### src/rtl/coin_input_conditioner.sv
// Synchronizes and debounces the dime, nickel and dispense buttons, turns each press into one
// pulse, and queues coin presses toward the vending FSM. Optional macro: COIN_INHIBIT_EN.
module coin_input_conditioner #(
   parameter int DB_CYCLES = 250000,
   parameter int CNT_W     = 18
) (
   input  logic       clk,
   input  logic       rst,
   input  logic       dime,
   input  logic       nickel,
   input  logic       dispense_btn,
   input  logic       coin_ready,
`ifdef COIN_INHIBIT_EN
   input  logic       coin_inhibit,
   output logic       reject_pulse,
`endif
   output logic       coin_valid,
   output logic [4:0] coin_value,
   output logic       dime_pulse,
   output logic       nickel_pulse,
   output logic       dispense_pulse,
   output logic       overrun
);

   localparam int               NCH        = 3;
   localparam logic [CNT_W-1:0] CNT_LAST   = CNT_W'(DB_CYCLES);
   localparam logic [CNT_W-1:0] CNT_ONE    = CNT_W'(1);
   localparam logic [4:0]       VAL_DIME   = 5'd10;
   localparam logic [4:0]       VAL_NICKEL = 5'd5;

   // Channel order: bit 0 dime, bit 1 nickel, bit 2 dispense.
   logic [NCH-1:0]   raw;
   logic [NCH-1:0]   s1_q, s1_d;
   logic [NCH-1:0]   s2_q, s2_d;
   logic [NCH-1:0]   stable_q, stable_d;
   logic [NCH-1:0]   stable_dly_q, stable_dly_d;
   logic [NCH-1:0]   pulse_q, pulse_d;
   logic [NCH-1:0]   rise;
   logic [CNT_W-1:0] cnt_q [NCH];
   logic [CNT_W-1:0] cnt_d [NCH];

   logic [1:0]       dime_pend_q, dime_pend_d;
   logic [1:0]       nickel_pend_q, nickel_pend_d;
   logic             coin_valid_q, coin_valid_d;
   logic [4:0]       coin_value_q, coin_value_d;
   logic             overrun_q, overrun_d;
   logic             reject_q, reject_d;

   logic             inhibit;
   logic             load;
   logic             dime_take, nickel_take;
   logic             dime_inc, nickel_inc;
   logic             dime_drop, nickel_drop;

   assign raw = {dispense_btn, nickel, dime};

`ifdef COIN_INHIBIT_EN
   assign inhibit = coin_inhibit;
`else
   assign inhibit = 1'b0;
`endif

   // The counter runs to DB_CYCLES so that stable moves DB_CYCLES+2 edges after the raw
   // level is first sampled; any cycle with s2 back at the stable level restarts it.
   always_comb begin : sync_debounce
      s1_d         = raw;
      s2_d         = s1_q;
      stable_d     = stable_q;
      stable_dly_d = stable_q;
      for (int i = 0; i < NCH; i++) begin
         cnt_d[i] = '0;
         if (s2_q[i] != stable_q[i]) begin
            if (cnt_q[i] == CNT_LAST) begin
               stable_d[i] = s2_q[i];
            end else begin
               cnt_d[i] = cnt_q[i] + CNT_ONE;
            end
         end
      end
      rise    = stable_q & ~stable_dly_q;
      pulse_d = rise;
   end

   always_comb begin : coin_queue
      load        = ~coin_valid_q | coin_ready;
      dime_take   = load & (dime_pend_q != 2'd0);
      nickel_take = load & (dime_pend_q == 2'd0) & (nickel_pend_q != 2'd0);
      dime_inc    = rise[0] & ~inhibit;
      nickel_inc  = rise[1] & ~inhibit;
      // A press into a full count is lost unless a coin leaves the same edge.
      dime_drop   = dime_inc & ~dime_take & (dime_pend_q == 2'd3);
      nickel_drop = nickel_inc & ~nickel_take & (nickel_pend_q == 2'd3);

      dime_pend_d = dime_pend_q;
      if (dime_inc & ~dime_take & ~dime_drop) begin
         dime_pend_d = dime_pend_q + 2'd1;
      end else if (~dime_inc & dime_take) begin
         dime_pend_d = dime_pend_q - 2'd1;
      end

      nickel_pend_d = nickel_pend_q;
      if (nickel_inc & ~nickel_take & ~nickel_drop) begin
         nickel_pend_d = nickel_pend_q + 2'd1;
      end else if (~nickel_inc & nickel_take) begin
         nickel_pend_d = nickel_pend_q - 2'd1;
      end

      overrun_d = overrun_q | dime_drop | nickel_drop;

      coin_valid_d = coin_valid_q;
      coin_value_d = coin_value_q;
      if (load) begin
         coin_valid_d = dime_take | nickel_take;
         if (dime_take) begin
            coin_value_d = VAL_DIME;
         end else if (nickel_take) begin
            coin_value_d = VAL_NICKEL;
         end else begin
            coin_value_d = 5'd0;
         end
      end

      reject_d = (rise[0] | rise[1]) & inhibit;
   end

   always_ff @(posedge clk) begin
      if (rst) begin
         s1_q          <= '0;
         s2_q          <= '0;
         stable_q      <= '0;
         stable_dly_q  <= '0;
         pulse_q       <= '0;
         dime_pend_q   <= '0;
         nickel_pend_q <= '0;
         coin_valid_q  <= 1'b0;
         coin_value_q  <= '0;
         overrun_q     <= 1'b0;
         reject_q      <= 1'b0;
         for (int i = 0; i < NCH; i++) begin
            cnt_q[i] <= '0;
         end
      end else begin
         s1_q          <= s1_d;
         s2_q          <= s2_d;
         stable_q      <= stable_d;
         stable_dly_q  <= stable_dly_d;
         pulse_q       <= pulse_d;
         dime_pend_q   <= dime_pend_d;
         nickel_pend_q <= nickel_pend_d;
         coin_valid_q  <= coin_valid_d;
         coin_value_q  <= coin_value_d;
         overrun_q     <= overrun_d;
         reject_q      <= reject_d;
         for (int i = 0; i < NCH; i++) begin
            cnt_q[i] <= cnt_d[i];
         end
      end
   end

   assign coin_valid     = coin_valid_q;
   assign coin_value     = coin_value_q;
   assign dime_pulse     = pulse_q[0];
   assign nickel_pulse   = pulse_q[1];
   assign dispense_pulse = pulse_q[2];
   assign overrun        = overrun_q;

`ifdef COIN_INHIBIT_EN
   assign reject_pulse = reject_q;
`else
   logic unused_reject;
   assign unused_reject = reject_q;
`endif

endmodule
### config.mk
export PLATFORM = sky130hd
export DESIGN_NAME = coin_input_conditioner
export DESIGN_NICKNAME = d
export VERILOG_FILES = /design/src/rtl/coin_input_conditioner.sv
export SDC_FILE = /design/constraint.sdc
export NUM_CORES = 1
export LEC_CHECK = 0
export ABC_AREA = 0
export CAP_MARGIN = 20
export CORE_MARGIN = 2
export CORE_UTILIZATION = 50
export CTS_CLUSTER_DIAMETER = 200
export DETAILED_ROUTE_END_ITERATION = 8
export HOLD_SLACK_MARGIN = 0.12
export PLACE_DENSITY = 0.68
export SYNTH_ARGS = -nofsm -noshare
export SYNTH_HDL_FRONTEND = slang
export SYNTH_SLANG_ARGS = --single-unit
### constraint.sdc
create_clock -name clk -period 3.7 [get_ports clk]
set_input_delay 0.74 -clock clk [delete_from_list [all_inputs] [get_ports clk]]
set_output_delay 0.74 -clock clk [all_outputs]
set_load 0.01 [all_outputs]
== After elaboration in Yosys (flattened, before gate mapping) ==
Memories as Yosys holds them, arrays and structs flattened.
Cells that the tools add are included.

* Multiplexer cells: 18
* $add $sub $neg: 7
* Bitwise gates (word level): 27
* Equal/unequal tests: 8
* Reduce and logical (&&, ||, !) cells: 8

{| class="wikitable"
|+ Operators with widths
! cell !! number
|-
| $mux W18 || 9
|-
| $add A18 B1 Y18 const B || 3
|-
| $eq A18 B18 Y1 const B || 3
|-
| $and A1 B1 Y1 || 11
|-
| $mux W2 || 4
|-
| $reduce_bool A2 Y1 || 4
|-
| $not A1 Y1 || 7
|-
| $or A1 B1 Y1 || 7
|-
| $reduce_and A2 Y1 || 3
|-
| $add A2 B1 Y2 const B || 2
|-
| $eq A2 B2 Y1 const B || 2
|-
| $mux W4 || 1
|-
| $sub A2 B1 Y2 const B || 2
|-
| $and A3 B3 Y3 || 1
|-
| $mux W1 || 3
|-
| $mux W3 || 1
|-
| $ne A1 B1 Y1 || 3
|-
| $not A3 Y3 || 1
|-
| $logic_not A2 Y1 || 1
|}

* Bits in registers: 26
* Output and inout bits: 10
* Bits of input ports: 6
* Memories kept: 1
* RAM bits: 54
* Word-level logic and storage cells: 81

{| class="wikitable"
|+ Memories
! name !! words !! width !! read ports !! clocked after Yosys merged registers in !! write ports !! line !! source
|-
| cnt_q || 3 || 18 || 3 || 0 || 3 || 39 || <nowiki>logic [CNT_W-1:0] cnt_q [NCH];</nowiki>
|}

== Longest topological paths before layout ==
Gate-level depths: netlist of run 1.

* Depth in word-level cells: 10
* Gate-level depth with buffers: 7
* Depth with buffers taken out: 6

== Least setup slack after synthesis of run 1 ==
No wires, ideal clock.

* Path type: reg-to-reg
* Start: memory cnt_q[1][0] (netlist: cnt_q[0][18])
* End: memory cnt_q[1][9] (netlist: cnt_q[0][27])
* Setup time: 0.115 ns
* Period minus slack after synthesis: 1.801 ns
* Path buffers: 1
* Arrival: 1.686 ns
* Required time: 3.585 ns
* Cell stages (with the launch flop): 8
* Slack: 1.899 ns
* Cells stage by stage: dfxtp_1 -> inv_1 -> ha_1 -> or4bb_1 -> or3_4 -> o21ai_4 -> buf_6 -> nor2_1

{| class="wikitable"
|+ RTL lines
! what !! line
|-
| from (decl) || 39
|}

==> results of run 1 <==
==> through the flow <==
step / cells / total power (W) / area (um^2) / worst slack, ns / hold WS, ns
finish: 476 / 0.00144 / 3750 / 1.59 / 0.393
CTS: 476 / 0.00146 / 3750 / 1.56 / 0.397
detailed placement: 460 / 0.000876 / 3570 / 1.25 / 0.384
global route: 476 / 0.00150 / 3750 / 1.42 / 0.408
floorplan: 385 / 0.000869 / 3440 / 1.90 / 0.368
global placement: 460 / 0.000876 / 3570 / 1.26 / 0.378
==> sequential cells by signal, indices dropped and copies added, names as in the netlist <==
register and cells:
stable_dly_q 3, stable_dly_d 3, cnt_q 54, s2_q 3, nickel_pend_q 2, s1_q 3
coin_valid 1, overrun 1, pulse_q 3, coin_value 2, dime_pend_q 2
==> routing by layer <==
metal  vias up  routed length (um)  global-route usage, %
met5         -                   0                      0
met4         0                 127                   8.66
met3         9                 168                   2.94
met2        44                2530                   25.4
met1      1196                2860                   21.9
li1       1337                   -                      -
==> worst register-to-register path: stages (launching register included) <==
cell and delay, ns:
dfxtp_1 0.34, or4_1 0.53, or3_4 0.40, o21ai_2 0.59
nor2_1 0.12
==> placed cells by master, fill, tap and decap left out, drive strengths merged, types with 4 or more instances in the layout <==
master / instances
nand3: 26
nor2: 61
xnor2: 18
clkbuf: 9
dfxtp: 77
nor4: 9
a21oi: 14
nor3: 4
nand2b: 5
and4: 7
and2: 5
xor2: 27
o21ai: 11
ha: 6
or4: 6
and3: 5
nor2b: 12
or3: 7
nand4: 19
clkdlybuf4s50: 14
inv: 20
nand2: 9
==> logic make-up (layout without fill, tap and decap cells) <==
kind of cell | after synthesis | after routing | share of synthesized area [%]
AND/OR/NAND/NOR | 184 | 184 | 29.1
flip-flops | 77 | 77 | 44.8
XOR/XNOR | 45 | 45 | 11.4
AO/OA/AOI/OAI | 35 | 35 | 6.83
buffers and inverters | 35 | 46 | 5.01
adder cells (fa/ha/maj) | 6 | 6 | 2.18
multiplexers | 2 | 2 | 0.581
other | 1 | 1 | 0.109
==> worst paths after layout <==
kind,end,slack [ns],from
max reg2reg,cnt_q[0][2],1.59,cnt_q[0][13]
min,pulse_q[2],0.39,stable_dly_q[2]
max,cnt_q[0][2],1.59,cnt_q[0][13]
min reg2reg,pulse_q[2],0.39,stable_dly_q[2]
==> area by class of cell <==
type | count | area [um^2]
Clock buffer | 9 | 124
Clock inverter | 7 | 55.1
Fill cell | 610 | 2970
Inverter | 16 | 60.1
Multi-Input combinational cell | 273 | 1730
Sequential cell | 77 | 1540
Tap cell | 80 | 100
Timing Repair Buffer | 14 | 140
==> power groups by stage <==
stage	sequential, W	clock (W)	combinational (W)
floorplan	0.000853	0	0.0000159
global placement	0.000854	0	0.0000219
detailed placement	0.000854	0	0.0000221
CTS	0.000835	0.000601	0.0000222
global route	0.000835	0.000639	0.0000246
finish	0.000834	0.000580	0.0000216
==> results.yml, run 1 <==
run_status:
  status: "finished clean"
layout:
  syn_to_final_growth_pct: 8.90
  utilization_pct: 55.8
  final_net_count: 403
  diodes: 0
  drive_above_1_share_pct: 7.07
floorplanning:
  rows: 30
  die_w_um: 87
  fp.dieH_um: 87
  fp.coreArea_mm2: 0.00672
  ios: 16
  dieArea_mm2: 0.00757
  initial_core_util_pct: 51.3
cts:
  clkTransAtPathRegs_ns: 0.09
  cts_resized: 0
  clk_path_buf_depth: 2
  clock-sinks: 77
  tritoncts: "done"
  cts_inserted_buffers: 9
  cts_setup_buffers: 0
  cts_hold_buf: 0
  cts_root_buf: "clkbuf_8"
  htree_levels: 3
  insertion_delay_ns: 0.36
global_routing:
  grt_pass1_wl_mm: 9.97
  grt_pass1_vias: 2265
  grt_max_degree: 24
  antenna_found_initial: 0
  globalRouteOverflowTotal: 0
  grt_usage_pct: 16.4
hold_path:
  hold_path_class: "reg2reg"
  min_path_cells: 1
synthesis:
  synth_most_common_cell: "dfxtp_1"
  syn_area_mm2: 0.00344
  netlist_top_cells_count: "dfxtp_1, nor2_1, xor2_1"
  synth_flop_cell: "dfxtp_1"
  async_flop_share_pct: 0
  synth-seq-cells: 77
  synthesis.nets: 397
  ys_top_cells_by_area: "dfxtp_1, xor2_1, nor2_1"
  ys_warn_count: 0
  ys_seq_area_share_pct: 44.8
  synth.distinct_cells: 42
  synthCells: 385
  avgSynthCellArea_um2: 8.95
  synth_largest_area_cell: "dfxtp_1"
  synth_top_area_share_pct: 44.8
  synth_edf_count: 0
critical_path:
  worstPathRequired_ns: 3.91
  cp_slowest_cell: "o21ai_2"
  critPathMaxStageDelay_ns: 0.59
  arrival_ns: 2.33
  cp.buffers_inverters: 0
  r2r_cells: 4
  crit_fanout: 18
  cp-end-kind: "flip-flop"
  path_delay_family: "simple AND/OR/NAND/NOR gates"
  crit_type: "reg2reg"
  cp.depth: 4
  path_cells: "or4_1 -> or3_4 -> o21ai_2 -> nor2_1"
  startpoint_type: "flip-flop"
power:
  sw_frac_of_total_pct: 23.8
  pwr-share-seq_pct: 58.1
  p_clk_share_pct: 40.4
  p_per_area_mw_per_mm2: 383
  leakagePower_nw: 1.22
  p_comb_share_pct: 1.5
  p_int_w: 0.00109
  net-switching-power_w: 0.000342
  irDropWorstVdd_uv: 245
timing:
  slew_viol_final: 0
  skew_ns: 0.0135
  min_period_ns: 2.11
  rsz0062_at_grt: "no"
  setup_tns_ns: 0
  relSlewSlack_pct: 51.1
  max_freq_ghz: 0.473
  setup_viol: 0
  period_share_pct: 57.1
  final_hold_viol_count: 0
  worst_pin_slew_ns: 0.733
routing:
  viasPerCell: 5.43
  ant_nets: 0
  wl_per_cell_um: 11.9
  vias: 2586
  first_iter_violations: 89
  firstDrtPassIters: 4
  drt_wl_total_mm: 5.68
  drc_errors: 0
run:
  cap_violations: 0
placement:
  gp_congestion: 0.816
  portBuffers: 14
  dp_hpwl_mm: 3.95
Power figures use the tool's default switching activity.
==> run 2: changes to the inputs <==
clock period = 2.15 ns   (was 3.7 ns; I/O delays follow)
==> run 2 against run 1 <==
Cell area up 3.4%; first-iteration DRC count down 7.9%; clock power up 120%; via count up 0.27%; non-clock buffer count up 8; sequential share of layout area down 1.4 points; largest cell class unchanged; clock-buffer cell count up 2; wire length up 5.7%; highest routed layer unchanged.
==> results.yml, run 2 (synthesized netlist as in run 1, its figures left out) <==
cts:
  clkTransAtPathRegs_ns: 0.08
  cts_root_buf: "clkbuf_8"
  cts_hold_buf: 0
  clock-sinks: 77
  clk_path_buf_depth: 2
  cts_resized: 0
  insertion_delay_ns: 0.35
  tritoncts: "done"
  cts_inserted_buffers: 9
  cts_setup_buffers: 0
  htree_levels: 3
critical_path:
  critPathMaxStageDelay_ns: 0.53
  arrival_ns: 2.10
  crit_type: "reg2reg"
  crit_fanout: 9
  cp-end-kind: "flip-flop"
  path_cells: "or4_1 -> or3_4 -> o21ai_4 -> buf_4 -> nor2_1"
  startpoint_type: "flip-flop"
  cp.buffers_inverters: 1
  cp_slowest_cell: "or4_1"
  path_delay_family: "simple AND/OR/NAND/NOR gates"
  worstPathRequired_ns: 2.40
global_routing:
  antenna_found_initial: 0
  grt_max_degree: 19
  grt_pass1_wl_mm: 10.4
  grt_usage_pct: 17.2
  globalRouteOverflowTotal: 0
  grt_pass1_vias: 2366
timing:
  rsz0062_at_grt: "no"
  skew_ns: 0.00695
  max_freq_ghz: 0.540
  min_period_ns: 1.85
  setup_viol: 0
  worst_pin_slew_ns: 0.518
  slew_viol_final: 0
  layout_setup_ws_ns: 0.300
  final_hold_viol_count: 0
  period_share_pct: 86.1
  setup_tns_ns: 0
  relSlewSlack_pct: 65.1
layout:
  diodes: 0
  ff_latch_area_mm2: 0.00154
  largest_reg_flops: 54
  utilization_pct: 57.7
  syn_to_final_growth_pct: 12.6
  final_net_count: 411
  layout_common_cells: "dfxtp_1, nor2_1, xor2_1"
  nFillCells: 604
  drive_above_1_share_pct: 8.91
  final_cells: 484
  regMostFlops: "cnt_q"
  layout_commonest_cell: "dfxtp_1"
  multi_input_area_mm2: 0.00173
routing:
  viasPerCell: 5.36
  firstDrtPassIters: 4
  ant_nets: 0
  wl_per_cell_um: 12.4
  vias: 2593
  drc_errors: 0
  drt_wl_total_mm: 6.01
  first_iter_violations: 82
power:
  leakagePower_nw: 1.29
  p_comb_share_pct: 1.6
  power_w: 0.00273
  net-switching-power_w: 0.000556
  p_int_w: 0.00217
  irDropWorstVdd_uv: 351
  p_per_area_mw_per_mm2: 703
  p_clk_share_pct: 45.8
  pwr-share-seq_pct: 52.6
  sw_frac_of_total_pct: 20.4
placement:
  dp_hpwl_mm: 4.04
  portBuffers: 14
  pre_cts_ws_ns: 0.242
  gp_congestion: 0.812
  place_inst: 468
floorplanning:
  fp.dieH_um: 87
  ios: 16
  dieArea_mm2: 0.00757
  rows: 30
  fp.coreArea_mm2: 0.00672
  die_w_um: 87
  initial_core_util_pct: 51.3
hold_path:
  hold_path_class: "reg2reg"
run_status:
  status: "finished clean"
run:
  cap_violations: 0
run 2: cell types whose count changed in the layout (fill, tap and decap cells not counted), sizes merged:
cell      change
clkbuf        +2
clkinv        +1
clkinvlp      -1
bufinv        +2
inv           -4
buf           +8
run 2: worst paths after layout:
path / startpoint / end / slack [ns] / cells past startpoint
worst min-delay path: stable_dly_q[2] / pulse_q[2] / 0.40 / 1
worst max-delay path: cnt_q[0][38] / cnt_q[0][44] / 0.30 / 5
worst max register to register: cnt_q[0][38] / cnt_q[0][44] / 0.30 / 5
worst min register to register: stable_dly_q[2] / pulse_q[2] / 0.40 / 1
run 2: final cells by class:
cell class / count / share of cell area (%)
Multi-Input combinational cell: 273 / 44.6
Timing Repair Buffer: 22 / 5.48
Clock buffer: 11 / 3.90
Clock inverter: 5 / 2.13
Tap cell: 80 / 2.58
Sequential cell: 77 / 39.7
Inverter: 16 / 1.55
run 2: per-layer routing:
metal | track usage [%] | vias to the layer above | share of wire [%]
li1 | - | 1348 | -
met1 | 22.9 | 1190 | 50
met2 | 26.2 | 45 | 45
met3 | 4.27 | 10 | 3.5
met4 | 8.10 | 0 | 1.7
met5 | 0 | - | 0
run 2: worst register-to-register path, cell delays in order, from the launching register on:
cell and delay, ns:
dfxtp_1 0.37, or4_1 0.53, or3_4 0.39, o21ai_4 0.19, buf_4 0.20, nor2_1 0.06
run 2: metrics by stage:
step                      cell area, um^2  hold slack, ns
after floorplan                      3440           0.368
after global placement               3640           0.374
after detailed placement             3640           0.386
after CTS                            3880           0.397
after global routing                 3880           0.413
final                                3880           0.398
run 2: power by group through the flow:
stage | sequential (W) | clock (W) | combinational [W]
5_1_grt | 0.00144 | 0.00134 | 0.0000487
2_1_floorplan | 0.00147 | 0 | 0.0000274
4_1_cts | 0.00144 | 0.00128 | 0.0000443
6_report | 0.00144 | 0.00125 | 0.0000434
3_3_place_gp | 0.00147 | 0 | 0.0000432
3_5_place_dp | 0.00147 | 0 | 0.0000439
==> run 3: changes to the inputs <==
CORE_MARGIN = default   (was 2)
==> run 3 against run 2 <==
Sequential cell count did not move; via count rose by 0.81%; clock-buffer cell count did not move; sequential share of layout area is essentially flat; hold slack worse by 0.015 ns; sequential power about the same; largest cell class unchanged; highest routed layer unchanged.
==> results.yml, run 3 (synthesized netlist as in run 1, its figures left out) <==
run_status:
  status: "finished clean"
power:
  net-switching-power_w: 0.000561
  p_clk_share_pct: 45.9
  p_comb_share_pct: 1.6
  power_w: 0.00273
  irDropWorstVdd_uv: 342
  leakagePower_nw: 1.29
  p_int_w: 0.00217
  pwr-share-seq_pct: 52.6
  p_per_area_mw_per_mm2: 705
  sw_frac_of_total_pct: 20.5
layout:
  utilization_pct: 59.7
  nFillCells: 565
  layout_common_cells: "dfxtp_1, nor2_1, xor2_1"
  layout_commonest_cell: "dfxtp_1"
  regMostFlops: "cnt_q"
  drive_above_1_share_pct: 8.91
  diodes: 0
  syn_to_final_growth_pct: 12.5
  largest_reg_flops: 54
  final_net_count: 411
cts:
  cts_inserted_buffers: 9
  cts_setup_buffers: 0
  tritoncts: "done"
  clock-sinks: 77
  insertion_delay_ns: 0.35
  cts_resized: 0
  cts_root_buf: "clkbuf_8"
  clk_path_buf_depth: 2
  clkTransAtPathRegs_ns: 0.08
  cts_hold_buf: 0
  htree_levels: 3
critical_path:
  r2r_slack_ns: 0.32
  arrival_ns: 2.07
  critPathMaxStageDelay_ns: 0.42
  cp.buffers_inverters: 2
  worstPathRequired_ns: 2.39
  r2r_cells: 7
  cp_slowest_cell: "or3_4"
  timing.rr.end: "cnt_q[0][31]"
  worstReg2RegStart: "cnt_q[0][18]"
  startpoint_type: "flip-flop"
  path_delay_family: "simple AND/OR/NAND/NOR gates"
  cp-end-kind: "flip-flop"
  crit_fanout: 18
  path_cells: "inv_1 -> ha_1 -> or4bb_1 -> or3_4 -> o21ai_4 -> buf_12 -> a21oi_1"
  crit_type: "reg2reg"
hold_path:
  min_to: "pulse_q[2]"
  min_from: "stable_dly_q[2]"
  hold_path_class: "reg2reg"
  min_path_cells: 1
global_routing:
  grt_usage_pct: 18.5
  grt_pass1_wl_mm: 10.7
  grt_max_degree: 19
  antenna_found_initial: 0
  globalRouteOverflowTotal: 0
  grt_pass1_vias: 2475
routing:
  wl_per_cell_um: 12.8
  firstDrtPassIters: 4
  ant_nets: 0
  first_iter_violations: 101
  drc_errors: 0
  vias: 2614
  drt_wl_total_mm: 6.16
  viasPerCell: 5.43
floorplanning:
  initial_core_util_pct: 53.0
  rows: 29
  ios: 16
  fp.coreArea_mm2: 0.00649
  fp.dieH_um: 85
  dieArea_mm2: 0.00723
  die_w_um: 85
run:
  cap_violations: 0
timing:
  period_share_pct: 85.3
  relSlewSlack_pct: 63.9
  rsz0062_at_grt: "no"
  worst_pin_slew_ns: 0.537
  fin_hold_ws_ns: 0.383
  min_period_ns: 1.83
  max_freq_ghz: 0.545
  setup_tns_ns: 0
  final_hold_viol_count: 0
  skew_ns: 0.00679
  setup_viol: 0
  slew_viol_final: 0
placement:
  dp_hpwl_mm: 4.12
  gp_congestion: 0.798
  portBuffers: 14
## run 3: cell counts in the layout (fill, tap and decap cells not counted)
Identical to the previous run, type by type.
## run 3: how the worst max path moves through the flow
stage / cells past startpoint / end / startpoint
3_3_place_gp: 6 / dime_pend_q[0] / coin_ready
4_1_cts: 7 / cnt_q[0][31] / cnt_q[0][18]
5_1_grt: 7 / cnt_q[0][34] / cnt_q[0][18]
2_1_floorplan: 7 / cnt_q[0][27] / cnt_q[0][18]
6_report: 7 / cnt_q[0][31] / cnt_q[0][18]
3_5_place_dp: 6 / dime_pend_q[0] / coin_ready
## run 3: metrics by stage
stage / cells / area [um^2] / setup slack [ns]
floorplan: 385 / 3440 / 0.349
global placement: 465 / 3640 / 0.228
detailed placement: 465 / 3640 / 0.210
CTS: 481 / 3870 / 0.302
global route: 481 / 3870 / 0.222
finish: 481 / 3870 / 0.316
## run 3: worst reg2reg max path, stage by stage, from the launching register on
cell and delay (ns):
dfxtp_1 0.34, inv_1 0.07, ha_1 0.13, or4bb_1 0.40
or3_4 0.42, o21ai_4 0.15, buf_12 0.16, a21oi_1 0.05
## run 3: cell type report
cell class / instances / area (um^2) / area share [%]
Inverter: 16 / 60.1 / 1.55
Clock buffer: 11 / 151 / 3.91
Sequential cell: 77 / 1540 / 39.8
Multi-Input combinational cell: 273 / 1730 / 44.7
Timing Repair Buffer: 22 / 213 / 5.49
Tap cell: 77 / 96.3 / 2.49
Clock inverter: 5 / 82.6 / 2.13
## run 3: routing by layer
metal / GRT usage (%) / share of wire [%] / vias to the layer above
li1: - / - / 1343
met1: 22.9 / 49 / 1220
met2: 30.3 / 46 / 42
met3: 3.79 / 3.1 / 9
met4: 9.86 / 1.9 / 0
met5: 0 / 0 / -
## run 3: power groups by stage
stage / clock network [W] / registers [W] / logic [W]
2_1_floorplan: 0 / 0.00147 / 0.0000274
3_3_place_gp: 0 / 0.00147 / 0.0000433
3_5_place_dp: 0 / 0.00147 / 0.0000438
4_1_cts: 0.00129 / 0.00144 / 0.0000443
5_1_grt: 0.00135 / 0.00144 / 0.0000483
6_report: 0.00125 / 0.00144 / 0.0000435
==> edit 1: new RTL, settings of run 2 <==
Put one more register stage on the output `overrun`. The value now appears one clock later. The other outputs are not delayed to match.
--- a/src/rtl/coin_input_conditioner.sv
+++ b/src/rtl/coin_input_conditioner.sv
@@ -162,7 +162,9 @@
    assign dime_pulse     = pulse_q[0];
    assign nickel_pulse   = pulse_q[1];
    assign dispense_pulse = pulse_q[2];
-   assign overrun        = overrun_q;
+   always_ff @(posedge clk) begin
+      overrun <= overrun_q;
+   end
 
 `ifdef COIN_INHIBIT_EN
    assign reject_pulse = reject_q;
Check against the original RTL: same outputs for any inputs over 10 cycles, from zero or initial values and one cycle with rst high; that may be too few to reach the edited logic, so the function may still have changed.
==> edit 1 against run 2 <==
  * Worst hold slack worse by 0.033 ns
  * Global-route usage down 0.37 points
  * Sequential cell count up 1
  * Worst setup slack better by 0.042 ns
  * First-iteration DRC count down 32%
  * Wire length down 2.9%
  * Cell area down 0.48%
  * Synthesized area up 0.58%
  * Non-clock buffer count unchanged
  * Die area up 0.55%
  * Total power down 7.8%
  * Critical path type unchanged
==> edit 1: results <==
[run_status]
run_status = "complete, no violations"

[layout]
fin_nets = 412
flops_and_latches = 78
multi_input_gate_share_of_total_cell_area = 0.4483
area.share.sequential = 0.4045
post_route_cells_drive_above_1_share = 0.08642
layout.cell_area.non_filler_um2 = 3860
antennaDiodeCount = 0
clock_cell_share_of_area = 0.04733
buffering_overhead = 0.05835
registers.top_by_ff_count = "cnt_q"
fillCellCount = 609

[placement]
gpl.final_weighted_congestion = 0.8030
dp_worst_setup_slack_ns = 0.2972
place.detailed.instances = 469
placedInstanceArea_um2 = 3677
hpwl_mm = 3.992

[clock_tree]
post-cts-setup-buffers = 0
cts_hold_buffers = 0
cts-buffers-inserted = 9
clk_path_buf_depth = 2

[logic_synthesis]
synth-xor-area-share = 0.1138
syn_area_per_cell_um2 = 8.976
synth_cell_type_count = 42
syn-num-nets = 398
synth_sequential_area_ratio = 0.4507
yosys-top-cells-area = "dfxtp_1 45%, xor2_1 6.8%, nor2_1 6.6%, xnor2_1 4.6%, nand3_1 3.8%"
muxShareOfSynthArea = 0.005778
post_synth_fa_ha_maj_area_fraction = 0.02167
yosys-top-cells-count = "78 x dfxtp_1, 61 x nor2_1, 27 x xor2_1, 26 x nand3_1, 19 x nand4_1"
synth_compound_gate_area_share = 0.06789

[detailed_routing]
total_iterations_of_the_first_detailed_routing_run = 4
routedWlPerCell_um = 12.02
detailroute.via_count = 2555
dr.first_iter.drc_count = 56
vias_per_cell = 5.268

[min_path]
min_to = "overrun"
holdPathStages = 0
worstHoldStart = "overrun_q"

[timing]
timing.final.setup_violations = 0
skew_ns = 0.01014
holdWs_ns = 0.3641
timing_worst_slew_pin_value_ns = 0.5608

[pwr]
leak_nw = 1.269
ir_worst_vdd_mv = 0.3627

[setup_path]
critical-path-slowest-cell = "or3_4"
regToRegStartpoint = "cnt_q[0][18]"
reg2reg_to = "cnt_q[0][20]"
depth_of_the_most_critical_reg_to_reg_path = 7
cp_slowest_stage_delay_ns = 0.41
setup.reg_to_reg.worst_slack_ns = 0.34
crit_fanout = 18
timing.critical_path.arrival_ns = 2.05

[global_route]
first_global_vias = 2222
track_usage = 0.1684
wire_length_of_the_first_global_routing_pass_mm = 10.23
[edit 1: cell count changes after synthesis, sizes merged]
| cell | before | now |
|---|---|---|
| dfxtp | 77 | 78 |
[edit 1: per-layer routing]
metal / track usage / wire, um
met2: 0.2534 / 2609
met3: 0.03128 / 121
met1: 0.2312 / 2990
met5: 0 / 0
met4: 0.08392 / 110
[edit 1: logic make-up (layout without fill, tap and decap cells)]
kind of cell | Yosys count | in the layout
adder cells (fa/ha/maj) | 6 | 6
AND/OR/NAND/NOR | 184 | 184
buffers and inverters | 35 | 54
AO/OA/AOI/OAI | 35 | 35
flip-flops | 78 | 78
multiplexers | 2 | 2
XOR/XNOR | 45 | 45
other | 1 | 1
[edit 1: report_power, final]
group          internal [mW]  switching (mW)
logic                 0.0229          0.0218
registers               1.45         0.00469
clock network          0.461           0.555
total                   1.93           0.581
[edit 1: how the worst max path moves through the flow]
stage / depth (start not counted) / slack [ns] / endpoint / startpoint
after floorplan: 7 / 0.35 / cnt_q[0][27] / cnt_q[0][18]
after global routing: 7 / 0.24 / cnt_q[0][35] / cnt_q[0][18]
after global placement: 6 / 0.36 / dime_pend_q[0] / coin_ready
after detailed placement: 6 / 0.30 / dime_pend_q[0] / coin_ready
after CTS: 7 / 0.34 / cnt_q[0][35] / cnt_q[0][18]
final: 7 / 0.34 / cnt_q[0][20] / cnt_q[0][18]
[edit 1: worst max-delay path, delay by kind of cell (launching register included)]
| family | cells | cell delay [ns] |
|---|---|---|
| AO/OA/AOI/OAI | 1 | 0.15 |
| AND/OR/NAND/NOR | 3 | 0.84 |
| adder cells (fa/ha/maj) | 1 | 0.13 |
| buffers and inverters | 2 | 0.22 |
| flip-flops | 1 | 0.35 |
==> edit 2: new RTL, settings of run 2 <==
Without the edit above. The option `COIN_INHIBIT_EN` is turned on by a define.
--- a/src/rtl/coin_input_conditioner.sv
+++ b/src/rtl/coin_input_conditioner.sv
@@ -1,5 +1,7 @@
 // Synchronizes and debounces the dime, nickel and dispense buttons, turns each press into one
 // pulse, and queues coin presses toward the vending FSM. Optional macro: COIN_INHIBIT_EN.
+`define COIN_INHIBIT_EN
+
 module coin_input_conditioner #(
    parameter int DB_CYCLES = 250000,
    parameter int CNT_W     = 18
Ports: changed (added coin_inhibit and reject_pulse); port bits go from 16 to 18. No check against the original RTL was run, so the function may have changed too.
==> edit 2 against run 2 <==
  * Synthesized area shrank 0.22%
  * Combinational power grew 4.8%
  * Via count grew 1.6%
  * Global-route usage grew 0.22 points
  * Wire length shrank 1.6%
  * Count of clock-buffer cells in the layout is the same
  * Sequential cell count grew 1
  * Cell area shrank 0.19%
  * Sequential share of layout area grew 0.59 points
  * Total power shrank 5.7%
  * Worst setup slack lost 0.022 ns
==> edit 2: results <==
[global_route]
track_usage = 0.1744
first_global_vias = 2505
grt_max_degree = 19
grt_antenna_before_repair = 0

[logic_synthesis]
post_synth_fa_ha_maj_area_fraction = 0.02184
muxShareOfSynthArea = 0.005825
synth_compound_gate_area_share = 0.06917
syn_area_per_cell_um2 = 8.723
yosys-top-cells-area = "dfxtp_1 45%, xnor2_1 8.4%, nor2_1 7.9%, xor2_1 3.1%, nand3_1 2.9%"
synth-xor-area-share = 0.1147
yosys-top-cells-count = "78 x dfxtp_1, 72 x nor2_1, 33 x xnor2_1, 20 x nand3_1, 19 x inv_1"
synth_sequential_area_ratio = 0.4543
synth_cell_type_count = 47

[pwr]
ir_worst_vdd_mv = 0.2934
leak_nw = 1.184
switching_share = 0.2173

[run_status]
run_status = "complete, no violations"

[setup_path]
worst_setup_path_startpoint = "cnt_q[0][29]"
setup.reg_to_reg.worst_slack_ns = 0.28
depth_of_the_most_critical_reg_to_reg_path = 4
crit_fanout = 5
timing.critical_path.arrival_ns = 2.15
cp_slowest_stage_delay_ns = 0.51
reg2reg_to = "stable_dly_d[1]"
critical-path-slowest-cell = "or4b_1"

[placement]
gpl.final_weighted_congestion = 0.7889
dp_worst_setup_slack_ns = 0.05961
hpwl_mm = 4.143
place.detailed.instances = 483

[detailed_routing]
drt-total-wl_mm = 5.907
dr.first_iter.drc_count = 91
vias_per_cell = 5.279

[clock_tree]
clock_root_buffer_master = "clkbuf_8"
cts-buffers-inserted = 9

[layout]
fin_nets = 427
stdcell_count = 499
post_route_cells_drive_above_1_share = 0.07399

[timing]
timing_worst_slew_pin_value_ns = 0.5818
holdWs_ns = 0.3839
skew_ns = 0.01826

[min_path]
timing.hold.worst.class = "flip-flop to flip-flop"
edit 2: cell count changes in the layout (fill, tap and decap cells not counted), moves of 6 or more:
cell     change
nor2_1      +11
nor3_1       +8
nand3_1      -6
xor2_1      -15
xnor2_1     +15
edit 2: area by class of cell:
type,count,area (um2)
timing repair buffer,22,217.7
inverter,19,71.32
clock buffer,11,131.4
multi-input combinational,284,1729
tap,80,100.1
fill,600,2848
clock inverter,5,60.06
sequential,78,1562
edit 2: logic make-up after synthesis:
| group | after synthesis |
|---|---|
| adder cells (fa/ha/maj) | 6 |
| XOR/XNOR | 45 |
| AND/OR/NAND/NOR | 193 |
| multiplexers | 2 |
| buffers and inverters | 32 |
| other | 1 |
| flip-flops | 78 |
| AO/OA/AOI/OAI | 37 |
edit 2: power by group through the flow:
| stage | Clock, mW | Combinational (mW) | Sequential [mW] |
|---|---|---|---|
| final | 1.07 | 0.0455 | 1.45 |
| after global routing | 1.17 | 0.0513 | 1.46 |
| after CTS | 1.11 | 0.0464 | 1.45 |
| after detailed placement | 0 | 0.0462 | 1.49 |
| after global placement | 0 | 0.0457 | 1.49 |
| after floorplan | 0 | 0.0265 | 1.49 |
edit 2: per-stage QoR:
| step | power [mW] | area (um2) | utilization |
|---|---|---|---|
| 3_3_place_gp | 1.534 | 3680 | 0.5477 |
| 5_1_grt | 2.673 | 3871 | 0.5762 |
| 4_1_cts | 2.607 | 3871 | 0.5762 |
| 3_5_place_dp | 1.535 | 3680 | 0.5477 |
| 2_1_floorplan | 1.514 | 3437 | - |
| 6_report | 2.572 | 3871 | 0.5762 |
edit 2: worst max path at each step:
stage	end	slack, ns	cells past startpoint
after floorplan	cnt_q[0][52]	0.29	6
after global placement	dime_pend_q[0]	0.09	5
after detailed placement	dime_pend_q[0]	0.06	5
after CTS	stable_dly_d[1]	0.28	4
after global routing	cnt_q[0][38]	0.24	5
final	stable_dly_d[1]	0.28	4
edit 2: layer usage:
| layer | vias to the layer above | track usage | routed length, um | part of all wire |
|---|---|---|---|---|
| met4 | 0 | 0.08949 | 110 | 0.019 |
| met1 | 1201 | 0.2284 | 2990 | 0.51 |
| met5 | - | 0 | 0 | 0 |
| li1 | 1395 | - | - | - |
| met2 | 28 | 0.2762 | 2658 | 0.45 |
| met3 | 10 | 0.02938 | 148 | 0.025 |
edit 2: worst register-to-register path: stages, from the launching register on:
cell	delay, ns
dfxtp_1	0.36
or4_1	0.50
or3_4	0.37
or4b_1	0.51
o21ai_0	0.08
